<file path="src/rtl/img_mem_writer.sv">
// img_mem_writer: loads FRAME_LEN bytes into image memory from BASE_ADDR (wraps mod 2^18); WR_CHECKSUM_EN adds a byte-sum checksum.
// Latency: each accepted beat is written 1 cycle later; backpressure: s_ready high only in LOAD, drops after the last beat.
`timescale 1ns/1ps
module img_mem_writer #(
   parameter int          FRAME_LEN = 262144,
   parameter logic [17:0] BASE_ADDR = 18'd0
) (
   input  logic        clk,
   input  logic        rst_n,
   input  logic        start,
   input  logic        abort,
   input  logic [7:0]  s_data,
   input  logic        s_valid,
   output logic        s_ready,
   output logic [17:0] mem_address,
   output logic [7:0]  mem_data,
   output logic        mem_we,
   output logic        busy,
   output logic        done,
   output logic [7:0]  checksum
);
   typedef enum logic [1:0] {IDLE, LOAD, FINISH} state_t;

   localparam logic [18:0] LAST_BEAT = 19'(FRAME_LEN - 1);

   state_t      state;
   logic [17:0] addr_cnt;
   logic [18:0] beat_cnt;
   logic        accept;
   logic        frame_go;

   // s_ready is only ever high in LOAD, so accept implies LOAD
   assign accept   = s_valid & s_ready;
   assign frame_go = (state == IDLE) & start & ~abort;

   always_ff @(posedge clk or negedge rst_n) begin
      if (!rst_n) begin
         state       <= IDLE;
         s_ready     <= 1'b0;
         busy        <= 1'b0;
         done        <= 1'b0;
         mem_we      <= 1'b0;
         mem_address <= 18'd0;
         mem_data    <= 8'd0;
         addr_cnt    <= 18'd0;
         beat_cnt    <= 19'd0;
      end else begin
         mem_we <= 1'b0;
         done   <= 1'b0;
         case (state)
            IDLE: begin
               if (frame_go) begin
                  state    <= LOAD;
                  s_ready  <= 1'b1;
                  busy     <= 1'b1;
                  addr_cnt <= BASE_ADDR;
                  beat_cnt <= 19'd0;
               end
            end
            LOAD: begin
               if (abort) begin
                  state   <= IDLE;
                  s_ready <= 1'b0;
                  busy    <= 1'b0;
               end else if (accept) begin
                  mem_we      <= 1'b1;
                  mem_data    <= s_data;
                  mem_address <= addr_cnt;
                  addr_cnt    <= addr_cnt + 18'd1;
                  beat_cnt    <= beat_cnt + 19'd1;
                  if (beat_cnt == LAST_BEAT) begin
                     state   <= FINISH;
                     s_ready <= 1'b0;
                     busy    <= 1'b0;
                     done    <= 1'b1;
                  end
               end
            end
            FINISH: state <= IDLE;
            default: begin
               state   <= IDLE;
               s_ready <= 1'b0;
               busy    <= 1'b0;
            end
         endcase
      end
   end

`ifdef WR_CHECKSUM_EN
   logic [7:0] sum_q;

   always_ff @(posedge clk or negedge rst_n) begin
      if (!rst_n) begin
         sum_q <= 8'd0;
      end else if (frame_go) begin
         sum_q <= 8'd0;
      end else if (state == LOAD && accept && !abort) begin
         sum_q <= sum_q + s_data;
      end
   end

   assign checksum = sum_q;
`else
   assign checksum = 8'd0;
`endif

endmodule

</file>
<file path="config.mk">
export PLATFORM = sky130hd
export DESIGN_NAME = img_mem_writer
export DESIGN_NICKNAME = d
export VERILOG_FILES = /design/src/rtl/img_mem_writer.sv
export SDC_FILE = /design/constraint.sdc
export NUM_CORES = 1
export LEC_CHECK = 0
export ABC_AREA = 1
export CORE_ASPECT_RATIO = 0.9
export CORE_UTILIZATION = 50
export CTS_CLUSTER_DIAMETER = 200
export DETAILED_ROUTE_END_ITERATION = 8
export GPL_ROUTABILITY_DRIVEN = 0
export GPL_TIMING_DRIVEN = 0
export PLACE_DENSITY = 0.84
export SLEW_MARGIN = 30
export SYNTH_ARGS = -nofsm -noshare
export SYNTH_HDL_FRONTEND = slang
export SYNTH_SLANG_ARGS = --single-unit
</file>
<file path="constraint.sdc">
create_clock -name clk -period 2.1 [get_ports clk]
set_input_delay 0.42 -clock clk [delete_from_list [all_inputs] [get_ports clk]]
set_output_delay 0.42 -clock clk [all_outputs]
set_load 0.01 [all_outputs]
</file>
### Yosys cells after proc, flatten, opt, wreduce, memory -nomap -nowiden

Cells that the tools add are included.

| storage, ports and cells | value |
|---|---|
| word-level logic and storage cells | 54 |
| flip-flop bits (word level) | 68 |
| input port bits | 13 |
| output and inout bits | 38 |

| operators by class | value |
|---|---|
| equality and inequality tests | 8 |
| multiplexer cells | 25 |
| reductions and logical operators | 6 |
| add/sub/neg operators | 2 |
| bitwise gates (word level) | 5 |

Operators by type and width:

| operator | count |
|---|---|
| 19-bit 2-to-1 mux | 3 |
| 18-bit 2-to-1 mux | 3 |
| 19-bit case mux with 2 select lines | 1 |
| 18-bit case mux with 2 select lines | 1 |
| 19-bit by 1-bit adder with 19-bit output, second input constant | 1 |
| 19-bit by 18-bit == test with 1-bit output, second input constant | 1 |
| 18-bit by 1-bit adder with 18-bit output, second input constant | 1 |
| 1-bit 2-to-1 mux | 11 |
| 2-bit 2-to-1 mux | 4 |
| 4-bit AND reduction | 2 |
| 2-bit != test, second input constant | 3 |
| 3-bit != test, second input constant | 2 |
| 3-bit AND reduction | 2 |
| 2-bit case mux with 2 select lines | 1 |
| 1-bit bitwise AND | 3 |
| 1-bit case mux with 3 select lines | 1 |
| 2-bit by 1-bit == test with 1-bit output, second input constant | 1 |
| 2-bit == test, second input constant | 1 |
| 2-bit logical NOT | 1 |
| 1-bit NOT | 2 |
| 2-bit nonzero test | 1 |

### Logic depth before layout (Yosys ltp)

Gate-level depths: netlist of the first run.

| depth | value |
|---|---|
| depth after elaboration | 5 |
| mapped depth | 10 |
| gate-level depth less buffers | 9 |

### Worst setup path after synthesis of the first run

Ideal clock, no wire load.

| timing | value |
|---|---|
| path type | register to register |
| start | register beat_cnt[0] |
| end | register busy |
| stages on the path, launching flop included | 9 |
| required time | 1.980 ns |
| period minus slack after synthesis | 1.447 ns |
| library setup time | 0.120 ns |
| setup slack | 0.653 ns |
| buffers on the path | 0 |
| arrival | 1.327 ns |
| cell sequence | dfrtp_1 ha_1 nand3_1 nor2_4 nand2_1 o21bai_1 nand2_1 nand2_1 nand2_1 |

| on the way | value |
|---|---|
| longest elaborated chain between the ends | 3 |

Ends and longest elaborated chain:

| element | RTL line | source |
|---|---|---|
| start: declaration | 28 | `logic [18:0] beat_cnt;` |
| start signal: assignment | 70 | `beat_cnt <= beat_cnt + 19'd1;` |
| 19-bit by 18-bit == test with 1-bit output | 71 | `if (beat_cnt == LAST_BEAT) begin` |
| 3-bit != test (no source line) | - |  |
| 4-bit AND reduction (no source line) | - |  |
| end signal: assignment | 64 | `busy <= 1'b0;` |
| end signal: assignment | 74 | `busy <= 1'b0;` |
| end signal: assignment | 83 | `busy <= 1'b0;` |
| end: declaration | 18 | `output logic busy,` |

No other way between the ends.
A chain may end at the register's enable or synchronous reset.

==> results of run 1 <==
==> cell families after synthesis <==
group | Yosys count | synth area share, %
buffers and inverters | 71 | 9.545
and+or+nand+nor | 245 | 31.48
DFF | 68 | 49.54
adders and majority gates | 2 | 0.7285
AOI/OAI and AO/OA | 56 | 8.598
other | 1 | 0.1092
==> how the worst min path moves through the flow <==
stage | to | slack (ns) | start | depth (start not counted)
3_5_place_dp | mem_address[9]$_DFFE_PN0P_ | 0.44 | rst_n | 1
3_3_place_gp | mem_data[6]$_DFFE_PN0P_ | 0.46 | mem_data[6]$_DFFE_PN0P_ | 2
6_report | addr_cnt[11]$_DFFE_PN0P_ | 0.04 | rst_n | 1
2_1_floorplan | addr_cnt[0]$_DFFE_PN0P_ | 0.12 | rst_n | 0
5_1_grt | mem_address[7]$_DFFE_PN0P_ | 0.08 | rst_n | 1
4_1_cts | mem_address[9]$_DFFE_PN0P_ | 0.05 | rst_n | 1
==> layout by cell type (no fill, tap or decap), types with 2 or more instances in the layout <==
cell	Yosys	routed
o21bai_1	2	2
nand2_1	134	134
o21ai_0	29	29
nor4_1	2	2
bufinv_16	0	2
nor2_1	42	42
inv_1	46	46
buf_6	2	2
o21ai_1	4	4
clkbuf_1	5	6
dfrtp_1	68	68
nor2_4	3	3
buf_4	11	12
clkbuf_8	0	10
clkdlybuf4s50_1	0	41
nand3_1	27	27
clkinv_4	0	2
nand2_2	2	2
ha_1	2	2
nor3_1	9	9
a21oi_1	17	17
inv_2	2	2
nand2_4	2	2
buf_2	4	4
nand4_1	19	19
conb_1	1	8
==> sequential cells by signal, indices dropped and copies added, names as in the netlist <==
signal	cells
beat_cnt	19
addr_cnt	18
mem_address	18
mem_data	8
state	2
busy	1
done	1
mem_we	1
==> layer usage <==
| layer | global-route usage (%) | routed length [um] | up-vias |
|---|---|---|---|
| met5 | 0 | 0 | - |
| met4 | 9.683 | 177 | 0 |
| met3 | 7.605 | 685 | 25 |
| met2 | 38.70 | 3741 | 142 |
| met1 | 33.64 | 3525 | 1427 |
| li1 | - | - | 1533 |
==> critical path: cells and delay by family, from the launching register on <==
family | cells | cell delay (ns)
flip-flops | 1 | 0.41
buffers and inverters | 2 | 0.64
==> through the flow <==
stage / setup TNS [ns] / hold WS, ns / util (%)
after floorplan: 0 / 0.1244 / -
after global placement: -107.19 / 0.4622 / 60.32
after detailed placement: 0 / 0.4388 / 60.58
after CTS: 0 / 0.05204 / 64.00
after global routing: 0 / 0.08316 / 64.00
final: 0 / 0.03614 / 64.00
==> power groups by stage <==
| stage | sequential [mW] | combinational, mW | clock [mW] |
|---|---|---|---|
| 4_1_cts | 1.56 | 0.619 | 1.25 |
| 3_3_place_gp | 1.58 | 0.595 | 0 |
| 3_5_place_dp | 1.59 | 0.617 | 0 |
| 5_1_grt | 1.58 | 0.688 | 1.31 |
| 6_report | 1.56 | 0.613 | 1.23 |
| 2_1_floorplan | 1.62 | 0.230 | 0 |
==> final cells by class <==
| cell class | count | area share [%] |
|---|---|---|
| clock inverters | 5 | 2.008 |
| clock buffers | 11 | 3.336 |
| repair buffers | 43 | 10.33 |
| multi-input cells | 311 | 33.78 |
| well taps | 90 | 2.657 |
| flip-flops and latches | 68 | 40.15 |
| plain buffers | 22 | 3.395 |
| inverters | 49 | 4.340 |
==> metrics, run 1 <==
outcome finished, final reports clean; Critical R2R Launch addr_cnt[0]$_DFFE_PN0P_; clock transition at the registers of the reported paths 0.08 ns; Post-synth EDFFs 0; post-synthesis sequential area ratio 49.54%; fin nets 519; Synth async-reset ratio 100.0%; #FFs+latches synth 68; cts repair resizes 0; All-Layer GR Usage 25.32%; hold-fix buffers at CTS 0; worst setup margin 0.2771 ns; Final Power 3.406 mW; Ant. Diodes 0; total wire length 8.129 mm; area grow syn2layout 23.39%; Routed WL per cell 13.57 um; first-pass GRT wire length 13.56 mm; worst path required time 1.68 ns; largest cells by area after synthesis dfrtp_1 50%, nand2_1 15%, inv_1 5.0%; Worst Setup EP s_ready; area of the multi-input gates 0.001431 mm2; initial core utilization 51.87%; CTS Buffer Depth 2; Top FF cell, synth dfrtp_1; CP max stage cell clkdlybuf4s50_1; Min-Delay Path Class in -> async; Pwr Density 803.6 mW/mm2; Worst-Margin Slew 0.5530 ns; cell count after placement 583; critical path peak fanout 4; CTS buffer count 9; Mapped Area 0.003435 mm2; row cnt 28; crit path from busy$_DFFE_PN0P_; synth cell count leaders 134 x nand2_1, 68 x dfrtp_1, 46 x inv_1; I/O pin count 51; Via density 5.220; Post-Route Skew 0.009628 ns; Psw 935.1 uW; RSZ-0062 raised after global routing no; Critical Path AT 1.40 ns; R2R Setup Slk 0.31 ns; Sequential cell area 0.001702 mm2; library cells used by synthesis 32; Comb power frac 18.0%; Tcrit/Tclk final 86.81%; crit path cell chain buf_4, clkdlybuf4s50_1; htree depth 3; fin. max-slew vios 0; Sw Share 27.46%; number of port buffers 42; die area 0.007205 mm2; number of antenna violations at the first check in global routing 0; Crit Path Category reg -> out; Clk pwr share 36.1%; Die H 80.63 um; Relative slew margins 63.13%; Final Setup Violations 0; Highest Clock Rate 548.6 MHz; # DRC 0; Final HPWL DP 5.766 mm; layout cells sized above 1 9.037%; clk root buf clkbuf_8; crit path time final 1.823 ns; global route overflow 0; CTS tree yes; largest net degree at the start of global routing 43; Seq pwr share 45.9%; worst reg2reg endpoint addr_cnt[10]$_DFFE_PN0P_; number of global-route vias before repair 2913; P_int 2.471 mW; leading area contributor after synthesis dfrtp_1; setup bufs post-CTS 0; max-cap violations 0; fill count 552; count leader, synth nand2_1; CP endpoint kind output pin; DP Area 0.004011 mm2; die width 89.37 um; Post-DRT Antenna Nets 0; Core ar. 0.006621 mm2; worst r2r path cells 6; LEAKAGE 1.964 nW; CTS sink count 68; post-route cell area 0.004238 mm2; vias after detailed routing 3127; Setup crit start kind flop; Worst path max stage delay 0.51 ns; yosys synthesis warning count 0; top cell type's share of synthesized area 49.54%; Placement Setup Slack 0.1074 ns; Peak VDD IR 0.4742 mV; drt first pass iters 5; Mean Syn Cell Area 7.753 um2; final std cells w/o fill 599; Iter 0 DRT Violations 240; Worst-Skew Late Latency 0.36 ns; Hold Vio Cnt, Final 0; Gate Count Post-Synth 443
(Power assumes the default switching activity.)
==> run 2: changes to the inputs <==
CTS_CLUSTER_SIZE = 10   (was not set)
==> results of run 2 <==
The final DEF is identical to that of run 1; final timing and power are the same.
==> run 3: changes to the inputs <==
CORE_UTILIZATION = 30   (was 50)
PLACE_DENSITY = 0.58   (was 0.84)
==> metrics, run 3 (same netlist as run 1, synthesis figures left out) <==
clock transition at the registers of the reported paths 0.06 ns (-0.02 ns); total wire length 8.255 mm (+1.6%); cell count after placement 645 (+11%); global route overflow 0 (unchanged); Largest register FFs 19 (unchanged); Iter 0 DRT Violations 165 (-31%); worst path required time 1.68 ns (about the same); number of port buffers 42 (unchanged); final std cells w/o fill 661 (+10%); CP endpoint kind output pin; cts repair resizes 0 (unchanged); largest register by flop count beat_cnt; htree depth 3 (unchanged); Worst path max stage delay 0.51 ns (about the same); Setup crit start kind flop; Crit Path Category reg -> out; Die H 103.5 um (+28%); All-Layer GR Usage 15.15% (-10 points); Psw 982.4 uW (+5.1%); Seq pwr share 42.5% (-3.4 points); post-route cell area 0.004382 mm2 (+3.4%); fin nets 519 (unchanged); Final HPWL DP 5.976 mm (+3.6%); die width 114.8 um (+28%); largest net degree at the start of global routing 39 (-9.3%); row cnt 36 (+29%); Tcrit/Tclk final 84.18% (-2.6 points); outcome finished, final reports clean; Critical Path Stages 2 (unchanged); most frequent cells in the layout 134 x nand2_1, 68 x dfrtp_1, 46 x inv_1; Critical Path AT 1.35 ns (-0.05 ns); Hold Vio Cnt, Final 0 (unchanged); fin. max-slew vios 0 (unchanged); Clk pwr share 40.9% (+4.8 points); I/O pin count 51 (unchanged); commonest non-fill, non-tap cell in the layout nand2_1; Via density 4.545 (-13%); first-pass GRT wire length 14.08 mm (+3.8%); Ant. Diodes 0 (unchanged); utilization after layout 39.87% (-24 points); LEAKAGE 1.993 nW (+1.5%); layout cells sized above 1 9.037% (unchanged); RSZ-0062 raised after global routing no; crit path time final 1.768 ns (-0.05512 ns); Core ar. 0.01099 mm2 (+66%); critical path buffer and inverter count 2 (unchanged); # DRC 0 (unchanged); initial core utilization 31.25% (-21 points); Final Setup Violations 0 (unchanged); Worst-Skew Late Latency 0.33 ns (-0.03 ns); vias after detailed routing 3004 (-3.9%); CP max stage cell clkdlybuf4s50_1; Worst-Margin Slew 0.5473 ns (-0.005665 ns); P_int 2.685 mW (+8.7%); crit path cell chain buf_4, clkdlybuf4s50_1; die area 0.01188 mm2 (+65%); Routed WL per cell 12.49 um (-8.0%); Final Power 3.668 mW (+7.7%); number of antenna violations at the first check in global routing 0 (unchanged); number of global-route vias before repair 2871 (-1.4%); Largest regs beat_cnt x19, addr_cnt x18, mem_address x18; hold-fix buffers at CTS 0 (unchanged); CTS Buffer Depth 2 (unchanged); Comb power frac 16.6% (-1.4 points); Pwr Density 837.0 mW/mm2 (+4.2%); CTS buffer count 9 (unchanged); cell family with most CP delay buffers and inverters; Sw Share 26.79% (-0.67 points); clk root buf clkbuf_16; max-cap violations 0 (unchanged); Highest Clock Rate 565.7 MHz (+3.1%); Post-Route Skew 0.004974 ns (-0.004654 ns); CTS tree yes; Min-Delay Path Class in -> async; critical path peak fanout 4 (unchanged); DP Area 0.004089 mm2 (+1.9%); area grow syn2layout 27.58%; Peak VDD IR 0.3101 mV (-35%); drt first pass iters 4 (-1); setup bufs post-CTS 0 (unchanged); worst r2r path cells 8 (+2); Post-DRT Antenna Nets 0 (unchanged); CTS sink count 68 (unchanged); Relative slew margins 63.23% (+0.097 points)
[run 3: layout make-up]
cell class	count	area, um2
tap	152	190.2
inverter	49	183.9
multi-input combinational	311	1431
sequential	68	1702
buffer	22	143.9
fill	1158	6609
clock inverter	6	63.81
timing repair buffer	43	437.9
clock buffer	10	229.0
[run 3: worst paths after layout]
kind / end / startpoint / slack [ns]
max: s_ready / busy$_DFFE_PN0P_ / 0.33
min: mem_address[8]$_DFFE_PN0P_ / rst_n / 0.01
max reg2reg: busy$_DFFE_PN0P_ / beat_cnt[0]$_DFFE_PN0P_ / 0.36
min reg2reg: mem_address[9]$_DFFE_PN0P_ / mem_address[9]$_DFFE_PN0P_ / 0.48
max in group asynchronous: addr_cnt[17]$_DFFE_PN0P_ / rst_n / 1.53
min in group clk: mem_address[9]$_DFFE_PN0P_ / mem_address[9]$_DFFE_PN0P_ / 0.48
[run 3: routing by layer]
layer / share of wire, % / global-route usage [%]
met5: 0 / 0
met3: 4.1 / 4.389
met1: 48 / 19.94
met2: 47 / 24.07
met4: 1.3 / 4.360
[run 3: power groups by stage]
stage	logic (mW)	registers, mW	clock network [mW]
2_1_floorplan	0.230	1.62	0
3_3_place_gp	0.606	1.58	0
3_5_place_dp	0.616	1.58	0
4_1_cts	0.618	1.56	1.53
5_1_grt	0.672	1.58	1.58
6_report	0.608	1.56	1.50
[run 3: metrics by stage]
step                      hold slack (ns)  setup TNS, ns  setup WS (ns)
after global placement             0.4634        -119.95         -1.768
after global routing              0.03840              0         0.1690
after detailed placement           0.3818              0        0.08969
after CTS                         0.02340              0         0.3203
after floorplan                    0.1244              0         0.6529
final                             0.01124              0         0.3322
[run 3: worst register-to-register path: stages (launching register included)]
cell	delay [ns]
dfrtp_1	0.44
ha_1	0.23
nand3_1	0.22
nor2_4	0.25
nand2_1	0.11
o21bai_1	0.19
nand2_1	0.08
nand2_1	0.06
nand2_1	0.04
==> patch 1, RTL diff (settings of run 1) <==
Set the parameter `FRAME_LEN` to 131072 (it was 262144).
--- a/src/rtl/img_mem_writer.sv
+++ b/src/rtl/img_mem_writer.sv
@@ -4,3 +4,3 @@
 module img_mem_writer #(
-   parameter int          FRAME_LEN = 262144,
+   parameter int          FRAME_LEN = 131072,
    parameter logic [17:0] BASE_ADDR = 18'd0
Check against the original RTL: no difference found for any inputs over 10 cycles, from zero or initial values and one cycle with rst_n low; that may be too few to reach the edited logic, so the function may still have changed.
==> patch 1 against run 1 <==
Routed wire length increased by 0.59%. Sequential cell count unchanged. Synthesized area increased by 0.58%. Power about the same. Design area increased by 0.62%. Count of clock-buffer cells in the layout decreased by 2. Worst setup slack got worse by 0.068 ns. Highest routed layer unchanged.
==> patch 1: results (changes against run 1) <==
M2 GR Usage=0.383 (-0.00445); CTS root buf=clkbuf_8; Top Metal Used=met4; setup slack at placement=-0.163 ns (-0.271 ns); r2r endpoint=addr_cnt[14]; number of global-route vias before repair=2,880 (-1.1%); hold buffer count at cts=1 (+1); status=finished clean; clk_lat worst skew=0.36 ns (about the same); Regs by FF count=beat_cnt (19), addr_cnt (18), mem_address (18); hpwl dp=5.81 mm (+0.70%); Area after DPL=4030 sq um (+0.50%); Mean Syn Cell Area=7.68 sq um (-0.98%); setup slack after layout=0.209 ns (-0.0681 ns); Global Route Usage Sum=0.247 (-0.00619); Worst Max-Slew Pin Slew=0.606 ns (+0.0534 ns); min-delay worst type=register to register; DR vias=3,221 (+3.0%); Worst-path clk slew=0.07 ns; CP Max Fanout=10 (+6); final wirelength=8.18 mm (+0.59%); Synth Flop Type=dfrtp_1; fin cells=607 (+1.3%); CTS resizes=0 (unchanged); reg-to-reg slack, setup=0.29 ns (-0.02 ns); Filler cells=555 (+0.54%); CTS Buf Count=9 (unchanged); Leak=1.98 nW (+0.89%); first-pass GRT wire length=13.4 mm (-1.1%); Setup crit end=addr_cnt[9]; Metal-1 WL=3.57 mm (+1.1%); placed insts=590 (+1.2%); clock skew=0.00872 ns (-0.000913 ns); fraction of layout cells with a size suffix above 1=0.0870 (-0.00333); GR Util met3=0.0569 (-0.0191); Worst Path Arrival=2.18 ns (+0.78 ns); max_cap viols=0 (unchanged); Reg2Reg Depth=7 (+1); Commonest cells post-synth=nand2_1, dfrtp_1, nor2_1, inv_1, nand3_1; DRT iter0 DRCs=299 (+25%); Worst setup startpoint=abort; VDD IR max=0.754 mV (+59%); metal3 WL=680 microns (-0.73%); sequential-to-total area share from yosys stat=0.493 (-0.00287); Met2 Routed Length=3.76 mm (+0.48%); internal power=2.45 mW (-0.93%); # nets final=527 (+1.5%); met1 Use GR=0.334 (-0.00220); worst r2r src=state[0]; slowest CP cell=clkbuf_1; synth top area cells=dfrtp_1, nand2_1, nor2_1, inv_1, nand3_1; Worst path max stage delay=0.53 ns (+0.02 ns)
patch 1: cell count changes in the layout (fill, tap and decap cells not counted), moves of 3 or more:
cell     before  now
nand2_1     134  143
nor2_1       42   48
inv_1        46   41
a21oi_1      17   14
buf_2         4    1
o21ai_0      29   26
patch 1: area by class of cell:
cell class	count	area, sq um	share of cell area
Buffer	21	140	0.0329
Clock buffer	9	124	0.0290
Clock inverter	7	98.8	0.0232
Inverter	44	165	0.0387
Multi-Input combinational cell	324	1470	0.346
Sequential cell	68	1700	0.399
Tap cell	90	113	0.0264
Timing Repair Buffer	44	448	0.105
patch 1: logic make-up (layout without fill, tap and decap cells):
logic type | Yosys count | count (layout) | synth area share
flip-flops | 68 | 68 | 0.493
AO/OA/AOI/OAI | 52 | 52 | 0.0797
adder cells (fa/ha/maj) | 2 | 2 | 0.00724
buffers and inverters | 65 | 125 | 0.0884
XOR/XNOR | 1 | 1 | 0.00254
AND/OR/NAND/NOR | 261 | 261 | 0.329
other | 1 | 8 | 0.00109
patch 1: power by group through the flow:
stage | registers, mW | clock network [mW] | logic (mW)
after global placement | 1.58 | 0 | 0.605
after floorplan | 1.63 | 0 | 0.236
final | 1.57 | 1.21 | 0.625
after global routing | 1.59 | 1.27 | 0.697
after detailed placement | 1.59 | 0 | 0.625
after CTS | 1.57 | 1.22 | 0.630
patch 1: how the worst min path moves through the flow:
stage                        start              end  slack [ns]  cells after the start
floorplan                    rst_n      addr_cnt[0]        0.12                      0
detailed placement           rst_n  mem_address[10]        0.36                      1
finish                 mem_data[3]      mem_data[3]        0.48                      2
global placement       mem_data[2]      mem_data[2]        0.46                      2
global route           mem_data[4]      mem_data[4]        0.51                      2
CTS                 mem_address[5]   mem_address[5]        0.48                      2
==> patch 2, RTL diff (config.mk and constraints of run 1) <==
Made on the original files. One comparison of `beat_cnt` changes from == to >=.
--- a/src/rtl/img_mem_writer.sv
+++ b/src/rtl/img_mem_writer.sv
@@ -70,3 +70,3 @@
                   beat_cnt    <= beat_cnt + 19'd1;
-                  if (beat_cnt == LAST_BEAT) begin
+                  if (beat_cnt >= LAST_BEAT) begin
                      state   <= FINISH;
Check against the original RTL: same outputs for any inputs over 4 cycles, from zero or initial values and one cycle with rst_n low; that may be too few to reach the edited logic, so the function may still have changed.
==> patch 2 against run 1 <==
Power down 8.1%. Sequential cell count unchanged. Global-route usage shrank 1.3 points. Worst setup slack got worse by 0.070 ns. Design area decreased by 3.8%. Synthesized area shrank 2.4%. Combinational power is 5.5% higher. Sequential share of layout area increased by 1.6 points. Critical path depth rose by 7. Clock skew fell by 0.0047 ns. Routed wire length is 5.6% lower. Critical path type is now register to register.
==> patch 2: results (changes against run 1) <==
metal3 WL=527 microns (-23%); Met2 Routed Length=3.61 mm (-3.4%); number of global-route vias before repair=2,806 (-3.7%); Worst Path Arrival=2.17 ns (+0.77 ns); fraction of layout cells with a size suffix above 1=0.0776 (-0.0128); Worst path max stage delay=0.48 ns (-0.03 ns); met1 Use GR=0.316 (-0.0204); final wirelength=7.67 mm (-5.6%); clock share of power=0.286 (-0.075); slowest CP cell=dfrtp_1; hpwl dp=5.45 mm (-5.5%); # nets final=501 (-3.5%); sequential-to-total area share from yosys stat=0.508 (+0.0122); Synth Flop Type=dfrtp_1; CP Max Fanout=7 (+3); largest net degree at the start of global routing=37 (-14%); clock skew=0.00490 ns (-0.00473 ns); Commonest cells post-synth=nand2_1, dfrtp_1, inv_1, nor2_1, o21ai_0; Sequential Power Share=0.508 (+0.049); H-tree depth=3 (unchanged); status=finished clean; M2 GR Usage=0.378 (-0.00933); VDD IR max=0.595 mV (+26%); async set-reset flop share out of synthesis=1.00 (unchanged); internal power=2.22 mW (-10%); Leak=1.95 nW (-0.67%); GR Util met3=0.0745 (-0.00160); Global Route Usage Sum=0.240 (-0.0133); top-area cell type share of the netlist area=0.508 (+0.0122); Slew HR=0.618 (-0.0133); Net Switching=0.909 mW (-2.8%); Worst-path clk slew=0.07 ns; first-pass GRT wire length=12.8 mm (-5.6%); critical path's top delay family=simple AND/OR/NAND/NOR gates; synth top area cells=dfrtp_1, nand2_1, inv_1, o21ai_0, nor2_1
==> patch 2: logic make-up (layout without fill, tap and decap cells) <==
| logic type | count (synthesis) | count (layout) | synth area share |
|---|---|---|---|
| flops | 68 | 68 | 0.508 |
| other cells | 1 | 8 | 0.00112 |
| simple gates | 226 | 226 | 0.301 |
| buf+inv | 69 | 127 | 0.0903 |
| fa+ha+maj | 2 | 2 | 0.00746 |
| compound gates | 59 | 59 | 0.0926 |
==> patch 2: final cells by class <==
| class | count | area (sq um) |
|---|---|---|
| repair buffers | 43 | 438 |
| clock inverters | 3 | 15.0 |
| multi-input cells | 295 | 1370 |
| fillers | 546 | 2210 |
| inverters | 49 | 184 |
| plain buffers | 20 | 119 |
| clock buffers | 12 | 135 |
| well taps | 87 | 109 |
| flip-flops and latches | 68 | 1700 |
==> patch 2: final timing paths <==
path | endpoint | slack [ns] | cells past startpoint
max in group asynchronous | mem_data[2] | 1.57 | 2
worst min register to register | mem_address[11] | 0.48 | 2
worst max-delay path | addr_cnt[12] | 0.21 | 9
min in group clk | mem_address[11] | 0.48 | 2
worst max register to register | addr_cnt[12] | 0.21 | 9
worst min-delay path | addr_cnt[12] | 0.009 | 1
==> patch 2: metrics by stage <==
| step | instances | util | setup TNS [ns] | area (sq um) | setup slack (ns) |
|---|---|---|---|---|---|
| floorplan | 432 | - | 0 | 3380 | 0.517 |
| global placement | 561 | 0.622 | -109.80 | 3910 | -1.62 |
| detailed placement | 562 | 0.625 | -0.157 | 3930 | -0.0280 |
| CTS | 577 | 0.649 | 0 | 4080 | 0.248 |
| global route | 577 | 0.649 | 0 | 4080 | 0.0121 |
| finish | 577 | 0.649 | 0 | 4080 | 0.207 |
